[config.mk]
export PLATFORM = sky130hd
export DESIGN_NAME = regwrite_arbiter_flat
export DESIGN_NICKNAME = d
export VERILOG_FILES = /design/src/rtl/regwrite_arbiter_if.sv /design/src/rtl/regwrite_arbiter.sv /design/src/flat_wrapper.sv
export SDC_FILE = /design/constraint.sdc
export NUM_CORES = 1
export LEC_CHECK = 0
export BUFFER_PORTS_ARGS = -buffer_cell sky130_fd_sc_hd__buf_2
export CORE_MARGIN = 3
export CORE_UTILIZATION = 36
export CTS_CLUSTER_DIAMETER = 40
export DETAILED_ROUTE_END_ITERATION = 8
export PLACE_DENSITY_LB_ADDON = 0.08
export SKIP_LAST_GASP = 1
export SYNTH_ARGS = -nofsm -noshare
export SYNTH_HDL_FRONTEND = slang
export SYNTH_SLANG_ARGS = --single-unit
[constraint.sdc]
create_clock -name clk -period 1.8 [get_ports clk]
set_input_delay 0.36 -clock clk [delete_from_list [all_inputs] [get_ports clk]]
set_output_delay 0.36 -clock clk [all_outputs]
set_load 0.01 [all_outputs]
[src/rtl/regwrite_arbiter_if.sv]
// Write-port bus between the datapath requesters and the register-bank arbiter.
// Requesters drive the request side; the arbiter returns grants and the strobe stage.
interface regwrite_arbiter_if #(
   parameter int NREQ = 3,
   parameter int NREG = 8,
   parameter int AW   = 3,
   parameter int DW   = 16
) ();
   logic                 stall;
   logic [NREQ-1:0]      req_valid;
   logic [NREQ*AW-1:0]   req_addr;
   logic [NREQ*DW-1:0]   req_data;
   logic [NREQ-1:0]      req_ready;
   logic [NREG-1:0]      wr_n;
   logic [DW-1:0]        wr_data;
   logic [1:0]           wr_src;
   logic                 err_addr;

   modport master (
      output stall, req_valid, req_addr, req_data,
      input  req_ready, wr_n, wr_data, wr_src, err_addr
   );

   modport slave (
      input  stall, req_valid, req_addr, req_data,
      output req_ready, wr_n, wr_data, wr_src, err_addr
   );
endinterface

[src/rtl/regwrite_arbiter.sv]
// Round-robin arbiter for the register-bank write port: one grant per cycle and a
// registered one-hot active-low strobe held stable for the next falling-edge capture.
module regwrite_arbiter #(
   parameter int NREQ = 3,
   parameter int NREG = 8,
   parameter int AW   = 3,
   parameter int DW   = 16
) (
   input logic               clk,
   input logic               reset,
   regwrite_arbiter_if.slave bus
);
   logic [1:0]      ptr_q, ptr_d;
   logic [NREQ-1:0] grant;
   logic            found;
   logic [1:0]      win;
   logic [AW-1:0]   sel_addr;
   logic [DW-1:0]   sel_data;
   logic            in_range;
   logic [NREG-1:0] wr_n_q, wr_n_d;
   logic [DW-1:0]   wr_data_q, wr_data_d;
   logic [1:0]      wr_src_q, wr_src_d;
   logic            err_q, err_d;

   always_comb begin
      grant    = '0;
      found    = 1'b0;
      win      = '0;
      sel_addr = '0;
      sel_data = '0;
      if (reset && !bus.stall) begin
         // Scan indices at or above the pointer first, then wrap to the ones below it.
         for (int unsigned i = 0; i < NREQ; i++) begin
            if (!found && bus.req_valid[i] && i >= 32'(ptr_q)) begin
               found    = 1'b1;
               win      = 2'(i);
               grant[i] = 1'b1;
               sel_addr = bus.req_addr[i*AW +: AW];
               sel_data = bus.req_data[i*DW +: DW];
            end
         end
         for (int unsigned i = 0; i < NREQ; i++) begin
            if (!found && bus.req_valid[i] && i < 32'(ptr_q)) begin
               found    = 1'b1;
               win      = 2'(i);
               grant[i] = 1'b1;
               sel_addr = bus.req_addr[i*AW +: AW];
               sel_data = bus.req_data[i*DW +: DW];
            end
         end
      end
   end

   always_comb begin
      in_range  = (32'(sel_addr) < NREG);
      ptr_d     = ptr_q;
      wr_n_d    = '1;
      wr_data_d = wr_data_q;
      wr_src_d  = wr_src_q;
      err_d     = err_q;
      if (found) begin
         ptr_d     = (32'(win) + 1 >= NREQ) ? 2'd0 : win + 2'd1;
         wr_data_d = sel_data;
         wr_src_d  = win;
         // Out-of-range targets complete the handshake but never strobe a register.
         if (in_range) wr_n_d = ~(NREG'(1) << sel_addr);
         else          err_d  = 1'b1;
      end
   end

   always_ff @(posedge clk) begin
      if (!reset) begin
         ptr_q     <= '0;
         wr_n_q    <= '1;
         wr_data_q <= '0;
         wr_src_q  <= '0;
         err_q     <= 1'b0;
      end else begin
         ptr_q     <= ptr_d;
         wr_n_q    <= wr_n_d;
         wr_data_q <= wr_data_d;
         wr_src_q  <= wr_src_d;
         err_q     <= err_d;
      end
   end

   assign bus.req_ready = grant;
   assign bus.wr_n      = wr_n_q;
   assign bus.wr_data   = wr_data_q;
   assign bus.wr_src    = wr_src_q;
   assign bus.err_addr  = err_q;
endmodule
[src/flat_wrapper.sv]
// flat-port wrapper written by rule: the top's interface ports become plain ports
module regwrite_arbiter_flat 
#(
   parameter int NREQ = 3,
   parameter int NREG = 8,
   parameter int AW   = 3,
   parameter int DW   = 16
)
  (clk, reset, bus_stall, bus_req_valid, bus_req_addr, bus_req_data, bus_req_ready, bus_wr_n, bus_wr_data, bus_wr_src, bus_err_addr);
  regwrite_arbiter_if #(.NREQ(NREQ), .NREG(NREG), .AW(AW), .DW(DW)) bus_i ();
  input logic clk;
  input logic reset;
  input wire logic [$bits(bus_i.stall)-1:0] bus_stall;
  input wire logic [$bits(bus_i.req_valid)-1:0] bus_req_valid;
  input wire logic [$bits(bus_i.req_addr)-1:0] bus_req_addr;
  input wire logic [$bits(bus_i.req_data)-1:0] bus_req_data;
  output wire logic [$bits(bus_i.req_ready)-1:0] bus_req_ready;
  output wire logic [$bits(bus_i.wr_n)-1:0] bus_wr_n;
  output wire logic [$bits(bus_i.wr_data)-1:0] bus_wr_data;
  output wire logic [$bits(bus_i.wr_src)-1:0] bus_wr_src;
  output wire logic [$bits(bus_i.err_addr)-1:0] bus_err_addr;
  assign bus_i.stall = bus_stall;
  assign bus_i.req_valid = bus_req_valid;
  assign bus_i.req_addr = bus_req_addr;
  assign bus_i.req_data = bus_req_data;
  assign bus_req_ready = bus_i.req_ready;
  assign bus_wr_n = bus_i.wr_n;
  assign bus_wr_data = bus_i.wr_data;
  assign bus_wr_src = bus_i.wr_src;
  assign bus_err_addr = bus_i.err_addr;
  regwrite_arbiter #(.NREQ(NREQ), .NREG(NREG), .AW(AW), .DW(DW)) u_core (.clk(clk), .reset(reset), .bus(bus_i));
endmodule
## Word-level counts from Yosys, hierarchy flattened

Cells that the tools add are included.
Widths: inputs -> output; s select.

- Input port bits: 63
- Output and inout bits: 30
- Register bits: 28
- Logic and storage cells: 73

- Reductions and logical operators: 19
- Add/sub/neg operators: 2
- Muxes and demuxes: 39
- Bitwise operators: 1
- $lt $le $gt $ge: 7
- Shift operators: 1

Operator list:

| cell | count |
|---|---|
| $mux 16 | 7 |
| $ge 32x2->1 const B | 1 |
| $mux 3 | 8 |
| $mux 1 | 18 |
| $logic_and 1x1->1 | 12 |
| $mux 2 | 6 |
| $not 8->8 | 1 |
| $shl 1x3->8 const A | 1 |
| $logic_not 1->1 | 6 |
| $ge 1x2->1 const A | 2 |
| $lt 1x2->1 const A | 2 |
| $add 2x1->3 const B | 1 |
| $add 2x1->2 const B | 1 |
| $ge 2x2->1 const A | 1 |
| $lt 2x2->1 const A | 1 |
| $reduce_and 2->1 | 1 |

## Longest topological paths before layout

- Depth after elaboration: 32
- Gate-level depth with buffers: 8
- Depth with buffers taken out: 5

## Worst setup path after synthesis

OpenSTA, ideal clock, no wires.

- Path type: input port to flip-flop
- Start point: input bus_req_valid[1]
- End point: register u_core.wr_n_q[3], in the netlist u_core.bus.wr_n[3]
- Buffers on the path: 2
- Arrival time: 1.766 ns
- Cell stages on the path: 6
- Setup slack: -0.100 ns
- Path through: buf_6 -> or2_1 -> a221oi_2 -> buf_6 -> a222oi_1 -> or4b_1

- Word-level cells in the longest chain between the ends: 26
- Elaborated cells on any way between the ends: 33
- Classes of those cells: shift (1); mux (16); bitwise (1); reduce/logical (15)

Ends and longest elaborated chain:

| item | line | text |
|---|---|---|
| start: declaration | flat_wrapper.sv:14 | `input wire logic [$bits(bus_i.req_valid)-1:0] bus_req_valid;` |
| $logic_and 1x1->1 (2 in series) | regwrite_arbiter.sv:34 | `if (!found && bus.req_valid[i] && i >= 32'(ptr_q)) begin` |
| $mux 1 | regwrite_arbiter.sv:34 |  |
| $mux 1 | regwrite_arbiter.sv:31 | `if (reset && !bus.stall) begin` |
| $logic_not 1->1 | regwrite_arbiter.sv:34 |  |
| $logic_and 1x1->1 (2 in series) | regwrite_arbiter.sv:34 |  |
| $mux 1 | regwrite_arbiter.sv:34 |  |
| $mux 1 | regwrite_arbiter.sv:31 |  |
| $logic_not 1->1 | regwrite_arbiter.sv:43 | `if (!found && bus.req_valid[i] && i < 32'(ptr_q)) begin` |
| [... 7 more ...] | - |  |
| $mux 1 | regwrite_arbiter.sv:43 |  |
| $mux 1 | regwrite_arbiter.sv:31 |  |
| $logic_not 1->1 | regwrite_arbiter.sv:43 |  |
| $logic_and 1x1->1 (2 in series) | regwrite_arbiter.sv:43 |  |
| $mux 3 | regwrite_arbiter.sv:43 |  |
| $mux 3 | regwrite_arbiter.sv:31 |  |
| $shl 1x3->8 | regwrite_arbiter.sv:66 | `if (in_range) wr_n_d = ~(NREG'(1) << sel_addr);` |
| $not 8->8 | regwrite_arbiter.sv:66 |  |
| end signal: assignment | regwrite_arbiter.sv:80 | `wr_n_q <= wr_n_d;` |
| end: declaration | regwrite_arbiter.sv:20 | `logic [NREG-1:0] wr_n_q, wr_n_d;` |

Several ways; a longest one is shown, not always the timed one. The select of a mux whose other input is x is not followed.
A chain may end at the register's enable or synchronous reset.

## Worst setup path after layout

- Start point: register u_core.ptr_q[1]
- End point: output bus_req_ready[0]

- Word-level cells in the longest chain between the ends: 19
- Elaborated cells on any way between the ends: 22
- Classes of those cells: order compare (4); mux (8); reduce/logical (10)

Ends and longest elaborated chain:

| item | line | text |
|---|---|---|
| start: declaration | regwrite_arbiter.sv:13 | `logic [1:0] ptr_q, ptr_d;` |
| start signal: assignment | regwrite_arbiter.sv:79 | `ptr_q <= ptr_d;` |
| $ge 1x2->1 | regwrite_arbiter.sv:34 |  |
| $logic_and 1x1->1 | regwrite_arbiter.sv:34 |  |
| $mux 1 | regwrite_arbiter.sv:34 |  |
| $mux 1 | regwrite_arbiter.sv:31 |  |
| $logic_not 1->1 | regwrite_arbiter.sv:34 |  |
| $logic_and 1x1->1 (2 in series) | regwrite_arbiter.sv:34 |  |
| $mux 1 | regwrite_arbiter.sv:34 |  |
| $mux 1 | regwrite_arbiter.sv:31 |  |
| $logic_not 1->1 | regwrite_arbiter.sv:34 |  |
| $logic_and 1x1->1 (2 in series) | regwrite_arbiter.sv:34 |  |
| $mux 1 | regwrite_arbiter.sv:34 |  |
| $mux 1 | regwrite_arbiter.sv:31 |  |
| $logic_not 1->1 | regwrite_arbiter.sv:43 |  |
| $logic_and 1x1->1 (2 in series) | regwrite_arbiter.sv:43 |  |
| $mux 1 (*) | regwrite_arbiter.sv:43 |  |
| $mux 3 (*) | regwrite_arbiter.sv:31 |  |
| end: declaration | flat_wrapper.sv:17 | `output wire logic [$bits(bus_i.req_ready)-1:0] bus_req_ready;` |

Mark *: on every way between the ends. The rest lies on a longest branch, timed or not. The select of a mux whose other input is x is not followed.

==> flow_summary_export.csv <==
group,metric,value,unit
critical_path,critPathKind,"flip-flop to output port",
floorplanning,die_w,66.6,um
placed_design,post-dp-hpwl,3400,um
critical_path,worstSetupEndpointType,"output port",
route,detail-route-antenna-nets,0,
clock_tree,cts_root_buffer,"clkbuf_8",
critical_path,crit_path_cell_trace,"and2b_2 -> a221oi_4 -> buf_6 -> and2_4 -> buf_6",
clock_tree,clkLatencyLatePin,270,ps
finish,finalNetCount,332,
grt,grt_pass1_vias,1582,
sta,setup_violating_endpoint_count_in_the_final_report,14,
floorplanning,placeableCoreArea,0.00344,mm2
power,vdd_ir_drop_max,281,uV
grt,antenna_found_initial,0,
finish,diodes,0,
sta,fin_worst_skew,5.96,ps
route,routed_via_count_divided_by_cell_count,5.24,
clock_tree,tritoncts.num_buffers,3,
status,violations,"negative setup slack",
sta,count_of_final_max_slew_check_failures,0,
sta,final.period_utilization,110,%
critical_path,path_max_fanout,5,
finish,final_cells,314,
grt,grt_util_overall,20.9,%
synth,syn-num-nets,206,
power,p_leak,1.06,nW
status,outcome,"finished with violations",
clock_tree,cts_tree,"yes",
critical_path,timing.critical_path.required,1440,ps
placed_design,placedCellCount,294,
route,initialDrtViolationCount,64,
synth,async_flop_share,0,%
sta,final_period_minus_worst_setup_slack,1990,ps
synth,syn_area,0.00132,mm2
synth,avg_cell_area_syn,9.24,um2
sta,fin_worst_hold_slack,328,ps
synth,synth-warning-count,0,
route,drt_pass1_iterations,6,
sta,final.setup.worst_slack,-186,ps
synth,post_synth_inst_count,143,
route,post_drt_wl_per_cell,15.2,um
power,power.total,1.48,mW
min_path,holdCritPathClass,"input pin to flip-flop",
floorplanning,initial_utilization,38.4,%
sta,setup_repair_after_global_routing_missed_its_margin,"true",
synth,synth-seq-cells,28,
floorplanning,floorplan.io_pins,93,
grt,globalRouteOverflowTotal,0,
run,cap_violations,0,
synth,netlist-cell-type-count,39,
sta,final-hold-violation-count,0,
sta,max_clock_freq,0.504,GHz
floorplanning,dieArea,0.00443,mm2
power,power.density_cell_area,629,mW/mm2
critical_path,worst_setup_path_start_kind,"flip-flop",
clock_tree,cts_sink_count,28,
critical_path,critical_path.most_common_cell,"buf_6",
clock_tree,clock_pin_slew_of_the_registers_on_the_worst_case_setup_and_hold_paths,100,ps
floorplanning,dieHeight,66.6,um
sta,timing.max_slew.rel_slack,63.8,%
route,dr_total_vias,1646,
synth,synth-edff-count,0,
clock_tree,cts-root-to-sink-buffers,2,
synth,yosys_most_used_dff,"dfxtp_1",
clock_tree,htree_levels,1,
grt,grt_first_pass_wirelength,7180,um
sta,timing_worst_slew_pin_value,543,ps
critical_path,worst_path_largest_cell_delay,390,ps
clock_tree,ctsHoldBuffers,0,
floorplanning,row_count,21,
route,postRouteWirelength,4780,um
finish,fraction_of_layout_instances_using_a_drive_strength_above_1,63.8,%
critical_path,timing.critical_path.slowest_stage_cell,"dfxtp_4",
grt,grt_max_degree,22,
critical_path,cp_data_arrival_time,1630,ps
finish,area.growth.synth_to_final,78.1,%
route,drt_drc_violations_left,0,
placed_design,place.gp.congestion,0.825,
placed_design,buffer_ports.inserted,91,
synth,ys_seq_area_share,42.4,%
==> registers in the layout (all words and copies together), names as in the netlist <==
name,flops
u_core.ptr_q,2
u_core.bus.wr_n,8
u_core.bus.wr_data,16
u_core.bus.wr_src,2
==> stage by stage <==
step	setup TNS, ps	area, um2	setup WS, ps	utilization, %
detailed placement	-2370	1950	-209	56.7
global placement	-1520	1950	-169	56.7
global route	-2730	2350	-255	68.4
CTS	-1070	2190	-155	63.7
floorplan	-94.5	1330	-94.5	-
finish	-1520	2350	-186	68.4
==> cell usage in the layout (no fill, tap or decap), drive strengths merged, types with 3 or more instances in the layout <==
master and n:
nand3 4, a22oi 29, dfxtp 28, nand2 7, nand2b 3, and2 3, clkbuf 5, inv 3
o21ai 16, nor2b 5, buf 132, a21oi 4
==> cell type report <==
cell class	instances	area [um2]
Multi-Input combinational cell	100	820
Fill cell	291	1090
Clock buffer	4	55.1
Sequential cell	28	568
Timing Repair Buffer	133	842
Inverter	3	11.3
Tap cell	46	57.6
==> Yosys cell counts, types with 2 or more instances <==
master / instances / area [um2]
nand2_1: 7 / 26.3
clkbuf_1: 4 / 15.0
a222oi_1: 2 / 20.0
a21boi_0: 2 / 15.0
nand2b_1: 3 / 18.8
buf_6: 3 / 33.8
a22oi_1: 29 / 218
o211ai_1: 2 / 15.0
nand3_1: 4 / 20.0
inv_1: 3 / 11.3
dfxtp_1: 28 / 561
o21ai_1: 2 / 10.0
buf_2: 4 / 20.0
nor2b_1: 5 / 31.3
and2b_1: 2 / 15.0
and2_1: 3 / 18.8
a21oi_1: 4 / 20.0
a221oi_2: 2 / 30.0
o21ai_0: 14 / 70.1
==> routing by layer <==
layer / wire length [um] / track usage [%] / up-vias
li1: - / - / 799
met3: 294 / 3.54 / 8
met2: 2490 / 38.0 / 69
met1: 1920 / 25.1 / 770
met4: 69 / 5.33 / 0
met5: 0 / 0 / -
==> final timing paths <==
| kind | slack [ps] | startpoint | cells after the start | end |
|---|---|---|---|---|
| setup reg to reg | -170 | u_core.ptr_q[0]$_SDFFE_PN0P_ | 7 | u_core.bus.wr_n[2]$_SDFF_PN1_ |
| setup / recovery | -190 | u_core.ptr_q[1]$_SDFFE_PN0P_ | 5 | bus_req_ready[0] |
| hold reg to reg | 470 | u_core.bus.wr_data[0]$_SDFFE_PN0P_ | 2 | u_core.bus.wr_data[0]$_SDFFE_PN0P_ |
| hold / removal | 330 | bus_req_data[44] | 3 | u_core.bus.wr_data[12]$_SDFFE_PN0P_ |
==> repair_timing <==
item | 4_1_cts | 5_1_grt
hold endpoints to repair | 0 | 0
setup endpoints to repair | 12 | 27
gates resized for setup | 24 | 39
pin swaps | 11 | 25
cloned | 0 | 1
setup buffers | 12 | 5
==> logic make-up (layout without fill, tap and decap cells) <==
group	after synthesis	count (layout)	synth area share [%]
other cells	1	1	0.284
compound gates	64	64	34.9
buf+inv	15	140	6.63
simple gates	35	35	15.7
flops	28	28	42.4
==> power breakdown <==
part | internal [mW] | switching [mW] | total (mW)
clock network | 0.196 | 0.200 | 0.396
registers | 0.652 | 0.0214 | 0.674
logic | 0.219 | 0.193 | 0.411
total | 1.07 | 0.415 | 1.48
==> worst max-delay path, delay by kind of cell, from the launching register on <==
family | cells | cell delay, ps
AOI/OAI and AO/OA | 1 | 330
buffers and inverters | 2 | 250
DFF | 1 | 390
and+or+nand+nor | 2 | 380
Power figures use the tool's default switching activity.
